<file path="src/rtl/wbuf_drain_serializer.sv">
// Write-buffer drain stage: reads the selected cache-line entry, serializes it
// into BURST_LEN beats on a valid/ready DQ port, then pulses a release for it.
module wbuf_drain_serializer #(
    parameter int NUM_ENTRIES = 8,
    parameter int IDX_W       = 8,
    parameter int DQ_WIDTH    = 64,
    parameter int BURST_LEN   = 8,
    parameter int DATA_WIDTH  = 512
) (
    input  logic                  clk,
    input  logic                  rst,
    input  logic                  sel_valid,
    input  logic [IDX_W-1:0]      sel_index,
    output logic [IDX_W-1:0]      rd_index,
    input  logic [DATA_WIDTH-1:0] rd_data,
    output logic                  dq_valid,
    input  logic                  dq_ready,
    output logic [DQ_WIDTH-1:0]   dq_data,
    output logic                  dq_last,
    output logic                  release_valid,
    output logic [IDX_W-1:0]      release_index,
    output logic                  busy
);

    localparam int BEAT_W = (BURST_LEN > 1) ? $clog2(BURST_LEN) : 1;
    localparam logic [BEAT_W-1:0] LAST_BEAT = BEAT_W'(BURST_LEN - 1);
    localparam logic [IDX_W:0]    ENTRY_LIMIT = (IDX_W + 1)'(NUM_ENTRIES);

    if (DATA_WIDTH != BURST_LEN * DQ_WIDTH) begin : g_bad_width
        $error("wbuf_drain_serializer: DATA_WIDTH must equal BURST_LEN*DQ_WIDTH");
    end

    typedef enum logic [1:0] {
        ST_IDLE    = 2'd0,
        ST_LOAD    = 2'd1,
        ST_BURST   = 2'd2,
        ST_RELEASE = 2'd3
    } state_t;

    state_t                state_q, state_d;
    logic [IDX_W-1:0]      cur_idx_q, cur_idx_d;
    logic [BEAT_W-1:0]     beat_q, beat_d;
    logic [DATA_WIDTH-1:0] shift_q, shift_d;
    logic [IDX_W-1:0]      rd_index_q, rd_index_d;
    logic                  dq_valid_q, dq_valid_d;
    logic                  dq_last_q, dq_last_d;
    logic                  release_valid_q, release_valid_d;
    logic [IDX_W-1:0]      release_index_q, release_index_d;
    logic                  busy_q, busy_d;
    logic                  beat_accept;

    // Handshake: a beat transfers on a rising edge where dq_valid && dq_ready.
    // Once dq_valid is raised, dq_data/dq_last hold until that transfer.
    assign beat_accept = dq_valid_q && dq_ready;

    always_comb begin
        state_d         = state_q;
        cur_idx_d       = cur_idx_q;
        beat_d          = beat_q;
        shift_d         = shift_q;
        rd_index_d      = rd_index_q;
        dq_valid_d      = dq_valid_q;
        dq_last_d       = dq_last_q;
        release_valid_d = 1'b0;
        release_index_d = release_index_q;
        busy_d          = busy_q;

        case (state_q)
            ST_IDLE: begin
                rd_index_d = '0;
                if (sel_valid && ({1'b0, sel_index} < ENTRY_LIMIT)) begin
                    cur_idx_d  = sel_index;
                    rd_index_d = sel_index;
                    busy_d     = 1'b1;
                    state_d    = ST_LOAD;
                end
            end
            ST_LOAD: begin
                // rd_index has been presenting cur_idx for this whole cycle.
                shift_d    = rd_data;
                beat_d     = '0;
                dq_valid_d = 1'b1;
                dq_last_d  = (LAST_BEAT == '0);
                state_d    = ST_BURST;
            end
            ST_BURST: begin
                if (beat_accept) begin
                    if (beat_q == LAST_BEAT) begin
                        dq_valid_d      = 1'b0;
                        dq_last_d       = 1'b0;
                        shift_d         = '0;
                        release_valid_d = 1'b1;
                        release_index_d = cur_idx_q;
                        state_d         = ST_RELEASE;
                    end else begin
                        beat_d    = beat_q + BEAT_W'(1);
                        shift_d   = shift_q >> DQ_WIDTH;
                        dq_last_d = ((beat_q + BEAT_W'(1)) == LAST_BEAT);
                    end
                end
            end
            ST_RELEASE: begin
                // The buffer frees the entry on this edge, so IDLE sees the new vector.
                release_index_d = '0;
                rd_index_d      = '0;
                busy_d          = 1'b0;
                state_d         = ST_IDLE;
            end
            default: begin
                state_d = ST_IDLE;
            end
        endcase
    end

    always_ff @(posedge clk) begin
        if (rst) begin
            state_q         <= ST_IDLE;
            cur_idx_q       <= '0;
            beat_q          <= '0;
            shift_q         <= '0;
            rd_index_q      <= '0;
            dq_valid_q      <= 1'b0;
            dq_last_q       <= 1'b0;
            release_valid_q <= 1'b0;
            release_index_q <= '0;
            busy_q          <= 1'b0;
        end else begin
            state_q         <= state_d;
            cur_idx_q       <= cur_idx_d;
            beat_q          <= beat_d;
            shift_q         <= shift_d;
            rd_index_q      <= rd_index_d;
            dq_valid_q      <= dq_valid_d;
            dq_last_q       <= dq_last_d;
            release_valid_q <= release_valid_d;
            release_index_q <= release_index_d;
            busy_q          <= busy_d;
        end
    end

    assign rd_index      = rd_index_q;
    assign dq_valid      = dq_valid_q;
    assign dq_data       = shift_q[DQ_WIDTH-1:0];
    assign dq_last       = dq_last_q;
    assign release_valid = release_valid_q;
    assign release_index = release_index_q;
    assign busy          = busy_q;

endmodule
</file>
<file path="config.mk">
export PLATFORM = sky130hd
export DESIGN_NAME = wbuf_drain_serializer
export DESIGN_NICKNAME = d
export VERILOG_FILES = /design/src/rtl/wbuf_drain_serializer.sv
export SDC_FILE = /design/constraint.sdc
export NUM_CORES = 1
export LEC_CHECK = 0
export ABC_AREA = 1
export ABC_CLOCK_PERIOD_IN_PS = 1750
export CAP_MARGIN = 30
export CORE_ASPECT_RATIO = 1.75
export CORE_MARGIN = 1.5
export CORE_UTILIZATION = 35
export CTS_BUF_LIST = sky130_fd_sc_hd__clkbuf_16
export DETAILED_ROUTE_END_ITERATION = 16
export GPL_TIMING_DRIVEN = 0
export PLACE_DENSITY = 0.6
export SLEW_MARGIN = 20
export SYNTH_ARGS = -nofsm -noshare
export SYNTH_HDL_FRONTEND = slang
export SYNTH_SLANG_ARGS = --single-unit
</file>
<file path="constraint.sdc">
create_clock -name clk -period 1.75 [get_ports clk]
set_input_delay 0.2625 -clock clk [delete_from_list [all_inputs] [get_ports clk]]
set_output_delay 0.2625 -clock clk [all_outputs]
set_load 0.01 [all_outputs]
</file>
# Word-level counts from Yosys, hierarchy flattened
# Index checks and enable logic that the tools add are counted.
[totals] register_bits=545 in_bits=524 output_inout_bits=84 wordCells=61
[classes] addsub=1 n_lt_le_gt_ge=1 n_eq_ne=9 mux=24 bitwise=2 n_reduce_logical=14
[op_table] operator="$pmux 512 s2" count=1
[op_table] operator="$mux 512" count=1
[op_table] operator="$mux 448" count=1
[op_table] operator="$pmux 8 s2" count=2
[op_table] operator="$mux 8" count=3
[op_table] operator="$reduce_and 3->1" count=4
[op_table] operator="$lt 8x4->1 const B" count=1
[op_table] operator="$ne 2x2->1 const B" count=4
[op_table] operator="$pmux 2 s4" count=1
[op_table] operator="$eq 3x3->1 const B" count=2
[op_table] operator="$mux 1" count=6
[op_table] operator="$mux 2" count=3
[op_table] operator="$mux 3" count=2
[op_table] operator="$pmux 1 s2" count=3
[op_table] operator="$pmux 3 s2" count=1
[op_table] operator="$reduce_and 2->1" count=3
[op_table] operator="$reduce_bool 2->1" count=3
[op_table] operator="$eq 2x2->1 const B" count=2
[op_table] operator="$add 3x1->3 const B" count=1
[op_table] operator="$reduce_or 3->1" count=1
[op_table] operator="$eq 2x1->1 const B" count=1
[op_table] operator="$logic_and 1x1->1" count=2
[op_table] operator="$logic_not 2->1" count=1
[op_table] operator="$not 1->1" count=2

# Depth between registers and ports, before layout
[logic_depth] ltp_word=5 mapped_depth=11 mapped_depth_nobuf=8

# Least setup slack after synthesis
# No wires, ideal clock.
[synth_timing] path_type="register -> register" startpoint="register state_q[0]" endpoint="register shift_q[100]" setup_ps=128 t_arrival_ps=1596 path_slack_ps=25 stages_incl_launch_ff=9 period_less_slack_ps=1725 cell_sequence="dfxtp_1 -> inv_1 -> ha_1 -> buf_2 -> nand2_4 -> buf_6 -> buf_2 -> clkbuf_1 -> a21oi_1"
[synth_between] elab_chain_len=3 elab_cells_between_ends=6 cone_classes="eq/ne (3); mux (1); reduce/logical (2)"
[synth_lines] item="start, declared" line_no="40" text="state_t state_q, state_d;"
[synth_lines] item="start signal, assigned" line_no="128" text="state_q <= state_d;"
[synth_lines] item="$eq 2x2->1 / $eq 2x1->1 (equally long branches)" line_no="68" text="case (state_q)"
[synth_lines] item="$ne 2x2->1 (no source line) / $reduce_bool 2->1 (equally long branches)"
[synth_lines] item="$reduce_and 2->1 (no source line)"
[synth_lines] item="end signal, assigned" line_no="131" text="shift_q <= shift_d;"
[synth_lines] item="end, declared" line_no="43" text="logic [DATA_WIDTH-1:0] shift_q, shift_d;"
# Parallel ways exist; a longest one is shown, timed or not.
# A chain may end at the register's enable or synchronous reset.

# Final worst setup path
[layout_timing] startpoint="register state_q[0]" endpoint="register shift_q[351]"
# The elaborated chain is that of the path after synthesis.

==> impl_metrics.toml <==
[timing]
fmax_mhz = 510.9
hold_ws_ns = 0.1932
period_share_pct = 111.9
worst_slew_pin_slew_ns = 0.9452
fin_skew_ns = 0.01166
setup_viol = 558
drv_slew = 0
hold_viol_final = 0
period_needed_ns = 1.957
rsz0062_at_grt = "true"
relSlewSlack_pct = 36.98
setup_ws_ns = -0.2075

[drt]
final_antenna_net_count = 0
wl_per_cell_um = 20.48
drt_iter0_markers = 846
post-route-drc-count = 0
dr.pass1.iters = 5
wl_mm = 107.9
via_count = 25250
vias_per_cell = 4.792

[global_routing]
use_met2_pct = 55.97
grt_pass1_vias = 25660
met1_usage_pct = 28.89
met3_usage_pct = 5.934
overflow = 0
grt_pass1_wl_mm = 154.1
grt_max_degree = 15
grt.busiest_layer = "met2"
antenna_found_initial = 35
grt_use_total_pct = 28.71

[clock_tree]
worstSkewPairLatency_ns = 0.62
tritoncts = "done"
cts_made_buffers = 53
numClockSinks = 545
cts-root-buf = "clkbuf_16"
clkTransAtPathRegs_ns = 0.07
clockBufferDepth = 3
htreeDepth = 2

[yosys]
syn_area_per_cell_um2 = 6.948
synthCells = 3529
ys_seq_area_share_pct = 44.50
synth_async_sr_flop_share_pct = 0
synth_nets = 4061
dominantRegCellSynth = "dfxtp_1"
syn_area_um2 = 24520
ys_ff_latch = 545
yosysWarnings = 0
synth_cell_types = 23
synth_edf_count = 0

[place]
pre_cts_ws_ns = -1.101
dp_cells = 5045
gp_congestion = 0.8812
placed_area_um2 = 31720
port_buffers = 606
place.detailed.hpwl_mm = 81.27

[critical_path]
rrSetupSlack_ns = -0.21
critPathArrivalTime_ns = 2.51
rr_startpoint = "state_q[0]"
required_ns = 2.30
startpoint = "state_q[0]"
rr_worst_depth = 13
startpoint_type = "flip-flop"
r2r_end = "shift_q[351]"
worstSetupPathType = "flip-flop to flip-flop"
cp-end-kind = "flip-flop"
path_max_fanout = 8
endpoint = "shift_q[351]"

[power]
internal-power_mw = 49.97
seq_power_share_pct = 24.0
netSwitchingPower_mw = 35.22
swShare_pct = 41.34
leakagePower_nw = 16.04
pwr-share-clk_pct = 13.7
ir_worst_vdd_mv = 1.041
pwr-share-comb_pct = 62.3
p_per_area_nw_per_um2 = 2192

[layout]
area_growth_pct = 58.53
stdcell_area_um2 = 38870
fillCellCount = 6738
regArea_um2 = 10920
fin_cells = 5268
nets = 4834
drive_above_1_share_pct = 19.55
multi_input_area_um2 = 11810

[flow_run]
maxCapViolations = 0

[die]
core_um2 = 69510
start_util_pct = 35.28
die_area_um2 = 71710
die_y_um = 353.1
placementRows = 128
die_w_um = 203.1
pin_count = 608

[outcome]
status = "finished with violations"
violations = "negative setup slack"

[min_path]
min-delay-path-class = "primary input to flip-flop"
[timing repair]
action | 4_1_cts | 5_1_grt
resized for setup | 808 | 615
setup buffers | 47 | 14
hold buffers | 0 | 0
endpoints found under the setup margin | 611 | 589
pin swaps | 70 | 84
cloned | 48 | 21
[stage by stage]
stage	TNS [ns]	utilization (%)	power, mW
global route	-80.75	55.91	90.61
finish	-44.73	55.92	85.19
CTS	-45.39	53.64	81.14
detailed placement	-368.28	45.64	54.08
global placement	-358.86	45.64	53.43
floorplan	0	-	41.61
[layout make-up]
| cell class | count | share of cell area, % |
|---|---|---|
| plain buffers | 340 | 8.508 |
| repair buffers | 724 | 21.68 |
| well taps | 910 | 2.929 |
| diodes | 16 | 0.1030 |
| flip-flops and latches | 545 | 28.09 |
| clock inverters | 40 | 0.8466 |
| inverters | 400 | 3.921 |
| clock buffers | 55 | 3.541 |
| multi-input cells | 2238 | 30.38 |
[synthesized netlist by cell type, types with 2 or more instances]
master,number,area share (%)
o21ai_0,778,16
nand2_1,678,10
dfxtp_1,545,44
a21oi_1,459,9.4
inv_1,397,6.1
nor2_1,158,2.4
clkbuf_1,145,2.2
buf_4,92,2.8
buf_2,83,1.7
nand3_1,83,1.7
o21ai_1,65,1.3
buf_6,16,0.73
ha_1,8,0.41
buf_1,6,0.092
clkbuf_2,5,0.10
clkinv_1,2,0.031
nand2_4,2,0.092
nor3_1,2,0.041
[kinds of logic after synthesis]
kind of cell | after synthesis | share of synthesized area (%)
AOI/OAI and AO/OA | 1302 | 26.58
and+or+nand+nor | 927 | 14.73
buffers and inverters | 747 | 13.78
DFF | 545 | 44.50
adders and majority gates | 8 | 0.4083
[power groups by stage]
stage / logic [mW] / clock network [mW] / registers [mW]
3_3_place_gp: 33.0 / 0 / 20.4
5_1_grt: 57.3 / 12.4 / 21.0
4_1_cts: 48.9 / 11.9 / 20.4
6_report: 53.1 / 11.7 / 20.4
2_1_floorplan: 21.4 / 0 / 20.2
3_5_place_dp: 33.5 / 0 / 20.6
[registers in the layout (all words and copies together), names as in the netlist]
| name | count |
|---|---|
| beat_q | 3 |
| release_valid | 1 |
| state_q | 2 |
| cur_idx_q | 8 |
| dq_last | 1 |
| rd_index | 8 |
| busy | 1 |
| dq_valid | 1 |
| release_index | 8 |
| shift_q | 512 |
[metal layers]
layer  vias up  wire length (µm)
met5         -               211
met4        32              4640
met3       213              6142
met2       696             58430
met1     11360             38450
li1      12950                 -
[critical path, stage by stage (launching register included)]
cell	delay (ns)
dfxtp_2	0.36
inv_4	0.06
ha_4	0.17
buf_12	0.15
buf_12	0.13
inv_12	0.07
buf_16	0.15
buf_16	0.18
buf_12	0.12
buf_16	0.11
nand2_1	0.05
o21ai_1	0.10
o21ai_1	0.08
a21oi_1	0.13
[placed cells by master, fill, tap and decap left out, types with 122 or more instances in the layout]
master,count
inv_1,405
o21ai_1,306
nand2_1,564
o21ai_0,384
nor2_1,146
a21oi_1,397
dfxtp_1,540
o21ai_2,145
buf_4,122
clkdlybuf4s50_1,586
[worst min path at each step]
stage                 startpoint  depth (start not counted)  slack, ns            to
CTS                 rd_data[501]                          3       0.16  shift_q[501]
detailed placement   rd_index[6]                          2       0.43   rd_index[6]
floorplan           rd_data[464]                          2       0.41  shift_q[464]
finish              rd_data[496]                          3       0.19  shift_q[496]
global placement     rd_index[4]                          2       0.43   rd_index[4]
global route        rd_data[496]                          3       0.20  shift_q[496]
Note: power is estimated with default switching activity, not from simulation.
